--- config.mk ---
export PLATFORM = sky130hd
export DESIGN_NAME = maxpool_seq
export DESIGN_NICKNAME = d
export VERILOG_FILES = /design/src/rtl/maxpool_seq.sv
export SDC_FILE = /design/constraint.sdc
export NUM_CORES = 1
export LEC_CHECK = 0
export BUFFER_PORTS_ARGS = -buffer_cell sky130_fd_sc_hd__buf_2
export CORE_MARGIN = 3
export CORE_UTILIZATION = 53
export CTS_CLUSTER_DIAMETER = 30
export DETAILED_ROUTE_END_ITERATION = 10
export HOLD_SLACK_MARGIN = 0.15
export PLACE_DENSITY = 0.85
export SLEW_MARGIN = 20
export SYNTH_ARGS = -nofsm -noshare
export SYNTH_HDL_FRONTEND = slang
export SYNTH_SLANG_ARGS = --single-unit
--- constraint.sdc ---
create_clock -name clk -period 4.1 [get_ports clk]
set_clock_uncertainty 0.15 [all_clocks]
set_input_delay 1.23 -clock clk [delete_from_list [all_inputs] [get_ports clk]]
set_output_delay 1.23 -clock clk [all_outputs]
set_load 0.1 [all_outputs]
--- src/rtl/maxpool_seq.sv ---
// Window sequencer for the maxpool datapath: groups a sample stream into windows and
// returns one registered maximum per window. Define MAXPOOL_SEQ_RELU_EN for fused ReLU.
module maxpool_seq #(
    parameter int N  = 32,
    parameter int LW = 8,
    parameter int LC = 16
) (
    input  logic          clk,
    input  logic          rst_n,
    input  logic          start,
    input  logic [LW-1:0] win_len,
    input  logic [LC-1:0] num_win,
    output logic          busy,
    output logic          done,
    input  logic          in_valid,
    input  logic [N-1:0]  in_data,
    output logic          in_ready,
    output logic          mp_clr,
    output logic          mp_pool,
    output logic [N-1:0]  mp_i,
    input  logic [N-1:0]  mp_o,
    output logic          out_valid,
    output logic [N-1:0]  out_data,
    input  logic          out_ready
);

    typedef enum logic [1:0] {
        ST_IDLE = 2'd0,
        ST_RUN  = 2'd1,
        ST_CAPT = 2'd2
    } state_t;

    localparam logic [LW-1:0] ONE_LW  = {{(LW-1){1'b0}}, 1'b1};
    localparam logic [LC-1:0] ONE_LC  = {{(LC-1){1'b0}}, 1'b1};
    localparam logic [N-1:0]  NEG_MIN = {1'b1, {(N-1){1'b0}}};

    state_t        state_r, state_s;
    logic [LW-1:0] beat_r, beat_s, len_r, len_s;
    logic [LC-1:0] win_r, win_s, nwin_r, nwin_s;
    logic          out_valid_r, out_valid_s;
    logic [N-1:0]  out_data_r, out_data_s;
    logic          done_r, done_s;
    logic          accept_s;

    // Next-state, counters and output-register update
    always_comb begin
        state_s     = state_r;
        beat_s      = beat_r;
        len_s       = len_r;
        win_s       = win_r;
        nwin_s      = nwin_r;
        out_data_s  = out_data_r;
        done_s      = 1'b0;
        accept_s    = (state_r == ST_RUN) && in_valid;
        // A consumed result frees the register unless a capture reloads it below.
        if (out_valid_r && out_ready) begin
            out_valid_s = 1'b0;
        end else begin
            out_valid_s = out_valid_r;
        end
        case (state_r)
            ST_IDLE: begin
                if (start) begin
                    len_s  = (win_len == {LW{1'b0}}) ? ONE_LW : win_len;
                    nwin_s = num_win;
                    beat_s = {LW{1'b0}};
                    win_s  = {LC{1'b0}};
                    if (num_win == {LC{1'b0}}) begin
                        done_s = 1'b1;
                    end else begin
                        state_s = ST_RUN;
                    end
                end else begin
                    state_s = ST_IDLE;
                end
            end
            ST_RUN: begin
                if (accept_s) begin
                    if (beat_r == len_r - ONE_LW) begin
                        beat_s  = {LW{1'b0}};
                        state_s = ST_CAPT;
                    end else begin
                        beat_s = beat_r + ONE_LW;
                    end
                end else begin
                    beat_s = beat_r;
                end
            end
            ST_CAPT: begin
                if (!out_valid_r || out_ready) begin
                    out_data_s  = mp_o;
                    out_valid_s = 1'b1;
                    win_s       = win_r + ONE_LC;
                    if (win_r == nwin_r - ONE_LC) begin
                        state_s = ST_IDLE;
                        done_s  = 1'b1;
                    end else begin
                        state_s = ST_RUN;
                    end
                end else begin
                    state_s = ST_CAPT;
                end
            end
            default: begin
                state_s = ST_IDLE;
            end
        endcase
    end

    // maxpool drive: clear in IDLE, load/accumulate on accepted beats, hold otherwise
    always_comb begin
        mp_clr  = 1'b0;
        mp_pool = 1'b1;
        mp_i    = NEG_MIN;
        if (state_r == ST_IDLE) begin
            mp_clr  = 1'b1;
            mp_pool = 1'b0;
            mp_i    = {N{1'b0}};
        end else if (accept_s) begin
            mp_i = in_data;
            if (beat_r == {LW{1'b0}}) begin
`ifdef MAXPOOL_SEQ_RELU_EN
                mp_clr  = 1'b1;
                mp_pool = 1'b1;
`else
                mp_clr  = 1'b0;
                mp_pool = 1'b0;
`endif
            end else begin
                mp_clr  = 1'b0;
                mp_pool = 1'b1;
            end
        end else begin
            mp_clr  = 1'b0;
            mp_pool = 1'b1;
        end
    end

    // State and datapath registers with synchronous active-low reset
    always_ff @(posedge clk) begin
        if (!rst_n) begin
            state_r     <= ST_IDLE;
            beat_r      <= {LW{1'b0}};
            len_r       <= {LW{1'b0}};
            win_r       <= {LC{1'b0}};
            nwin_r      <= {LC{1'b0}};
            out_valid_r <= 1'b0;
            out_data_r  <= {N{1'b0}};
            done_r      <= 1'b0;
        end else begin
            state_r     <= state_s;
            beat_r      <= beat_s;
            len_r       <= len_s;
            win_r       <= win_s;
            nwin_r      <= nwin_s;
            out_valid_r <= out_valid_s;
            out_data_r  <= out_data_s;
            done_r      <= done_s;
        end
    end

    assign busy      = (state_r != ST_IDLE);
    assign in_ready  = (state_r == ST_RUN);
    assign done      = done_r;
    assign out_valid = out_valid_r;
    assign out_data  = out_data_r;

endmodule

==> impl_metrics.csv <==
group,metric,value,unit
cells_and_area,drive_above_1_share,26.86,%
cells_and_area,fillCellCount,676,
route,routed_wl,11860,um
cts,path_clk_slew,0.09,ns
synth,yosysTopAreaCell,"dfxtp_1",
cts,cts_setup_buffers,0,
cts,clk_latency,0.35,ns
placed_design,io_buffer_count,162,
synth,ys.flop_type,"dfxtp_1",
global_routing,grt_pass1_vias,4230,
synth,ys_ff_latch,84,
timing,worst_pin_slew,0.9497,ns
worst_setup_path,path_max_fanout,33,
timing,max_slew_margin,36.11,%
cts,clock_path_buffers,2,
timing,rsz0062_at_grt,"no",
floorplanning,ioPinCount,163,
cells_and_area,layout.nets,793,
cts,cts_hold_buf,0,
worst_setup_path,cp-start-kind,"input pin",
pwr,p_clk_share,32.6,%
synth,synth_area,0.004365,mm^2
global_routing,antenna_found_initial,0,
placed_design,dp_hpwl,8815,um
synth,avgSynthCellArea,7.923,um^2
worst_setup_path,end_kind,"primary output",
timing,fmax,275.7,MHz
cts,cts_inserted_buffers,9,
floorplanning,rows,32,
pwr,p_switching,585.2,uW
timing,tns,0,ns
timing,hold_ws,0.3168,ns
floorplanning,dieArea,0.009362,mm^2
pwr,seqPwrFrac,46.9,%
floorplanning,die_x,96.76,um
cts,cts_resized,0,
pwr,power_frac_comb,20.4,%
placed_design,place_congestion,0.9328,
synth,async_flop_share,0,%
route,drt_first_pass_iters,5,
cts,cts_tree,"built",
route,vias,4406,
worst_setup_path,worstSetupPathType,"input pin to primary output",
pwr,p_int,1.242,mW
cts,clock-sinks,84,
worst_setup_path,critPathLaunch,"in_valid",
global_routing,track_usage,25.13,%
pwr,swShare,32.02,%
worst_hold_path,min_from,"out_data[24]",
global_routing,grt_max_degree,47,
worst_setup_path,required,2.72,ns
run_status,status,"finished clean",
synth,ys_seq_area_share,38.52,%
pwr,ir_drop,0.2921,mV
worst_hold_path,hp-class,"flop to flop",
global_routing,grt_pass1_wl,20040,um
timing,period_needed,3.627,ns
timing,slew_violations,0,
synth,netlist_instances,551,
route,antenna_left,0,
pwr,powerDensity,338.1,mW/mm^2
synth,synthTopCellsByArea,"dfxtp_1, nand2_1, a21boi_0",
cts,cts_root_buffer,"clkbuf_8",
pwr,p_leak,2.510,nW
cells_and_area,syn2layout_area_growth,23.82,%
route,drc,0,
route,via_per_inst,5.494,
timing,hold_viol,0,
job,drv_cap,0,
synth,synth-edff-count,0,
route,initialDrtViolationCount,287,
route,wire_per_inst,14.78,um
timing,fin_crit_sh,88.47,%
worst_setup_path,cp.arrival,2.25,ns
worst_setup_path,crit-reg2reg-launch,"nwin_r[0]",
floorplanning,initial_core_util,55.63,%
timing,setup_viol,0,
synth,synth_top_area_share,38.52,%
synth,synth.net_count,649,
cts,htreeDepth,3,
cells_and_area,antenna_cells,0,
floorplanning,dieHeight,96.76,um
global_routing,overflow,0,
synth,synth_common_cells,"nand2_1, dfxtp_1, a21boi_0",
floorplanning,core,0.007848,mm^2
synth,yosysMostFrequentCell,"nand2_1",
synth,yosysWarnings,0,
synth,ys_types,51,
[layout make-up]
class                      instances  area, um^2  share of cell area [%]
inverter                          12       45.04                  0.8333
tap                              102       127.6                   2.361
clock inverter                     7       73.82                   1.366
timing repair buffer             168       855.8                   15.83
multi-input combinational        420        2497                   46.20
sequential                        84        1682                   31.11
clock buffer                       9       123.9                   2.292
[final timing paths]
path	to	slack, ns	cells past startpoint
max	mp_i[13]	0.47	3
min	out_data[24]	0.32	2
max reg2reg	state_r[0]	1.10	9
min reg2reg	out_data[24]	0.32	2
[layout by cell type, fill, tap and decap left out, drive strengths merged, types with 4 or more instances in the layout]
cell type,count
a21boi,57
a21oi,12
and3,37
buf,168
clkbuf,9
dfxtp,84
ha,5
inv,14
nand2,123
nand2b,4
nand3,11
nand4,10
nor2,28
nor2b,9
nor3,13
nor4,10
o21ai,10
or4,5
xnor2,16
xor2,25
[kinds of logic (layout without fill, tap and decap cells)]
kind of cell / Yosys count / count (layout) / synth area share (%)
adder cells (fa/ha/maj): 5 / 5 / 1.433
XOR/XNOR: 41 / 41 / 8.226
flip-flops: 84 / 84 / 38.52
buffers and inverters: 47 / 196 / 4.385
multiplexers: 1 / 1 / 0.2293
AND/OR/NAND/NOR: 266 / 266 / 29.55
AO/OA/AOI/OAI: 107 / 107 / 17.66
[metal layers]
layer	vias up	wire, um	global-route usage, %
met3	23	688	4.975
met2	144	6132	44.43
met5	-	0	0
li1	2191	-	-
met1	2048	4817	30.32
met4	0	218	8.531
[registers in the layout, summed over array words and instances, names as in the netlist]
register	cells
win_r	16
done	1
out_valid	1
out_data	32
state_r	2
len_r	8
beat_r	8
nwin_r	16
[through the flow]
stage                     cells  instance area, um^2  util, %  total power, mW  worst slack [ns]
after floorplan             551                 4368        -            1.148           -0.1266
after global placement      786                 5207    66.36            1.232            0.5236
after detailed placement    786                 5207    66.36            1.243            0.4812
after CTS                   802                 5405    68.88            1.840            0.4814
after global routing        802                 5405    68.88            1.908            0.3911
final                       802                 5405    68.88            1.828            0.4727
[worst max-delay path, cell delays in order]
cell    delay [ns]
buf_2         0.34
and3_1        0.23
buf_2         0.43
[power by group through the flow]
| stage | Sequential [mW] | Combinational (mW) | Clock (mW) |
|---|---|---|---|
| 2_1_floorplan | 0.868 | 0.280 | 0 |
| 3_3_place_gp | 0.874 | 0.358 | 0 |
| 3_5_place_dp | 0.876 | 0.367 | 0 |
| 4_1_cts | 0.857 | 0.372 | 0.611 |
| 5_1_grt | 0.861 | 0.403 | 0.644 |
| 6_report | 0.858 | 0.374 | 0.596 |
Power figures use the tool's default switching activity.
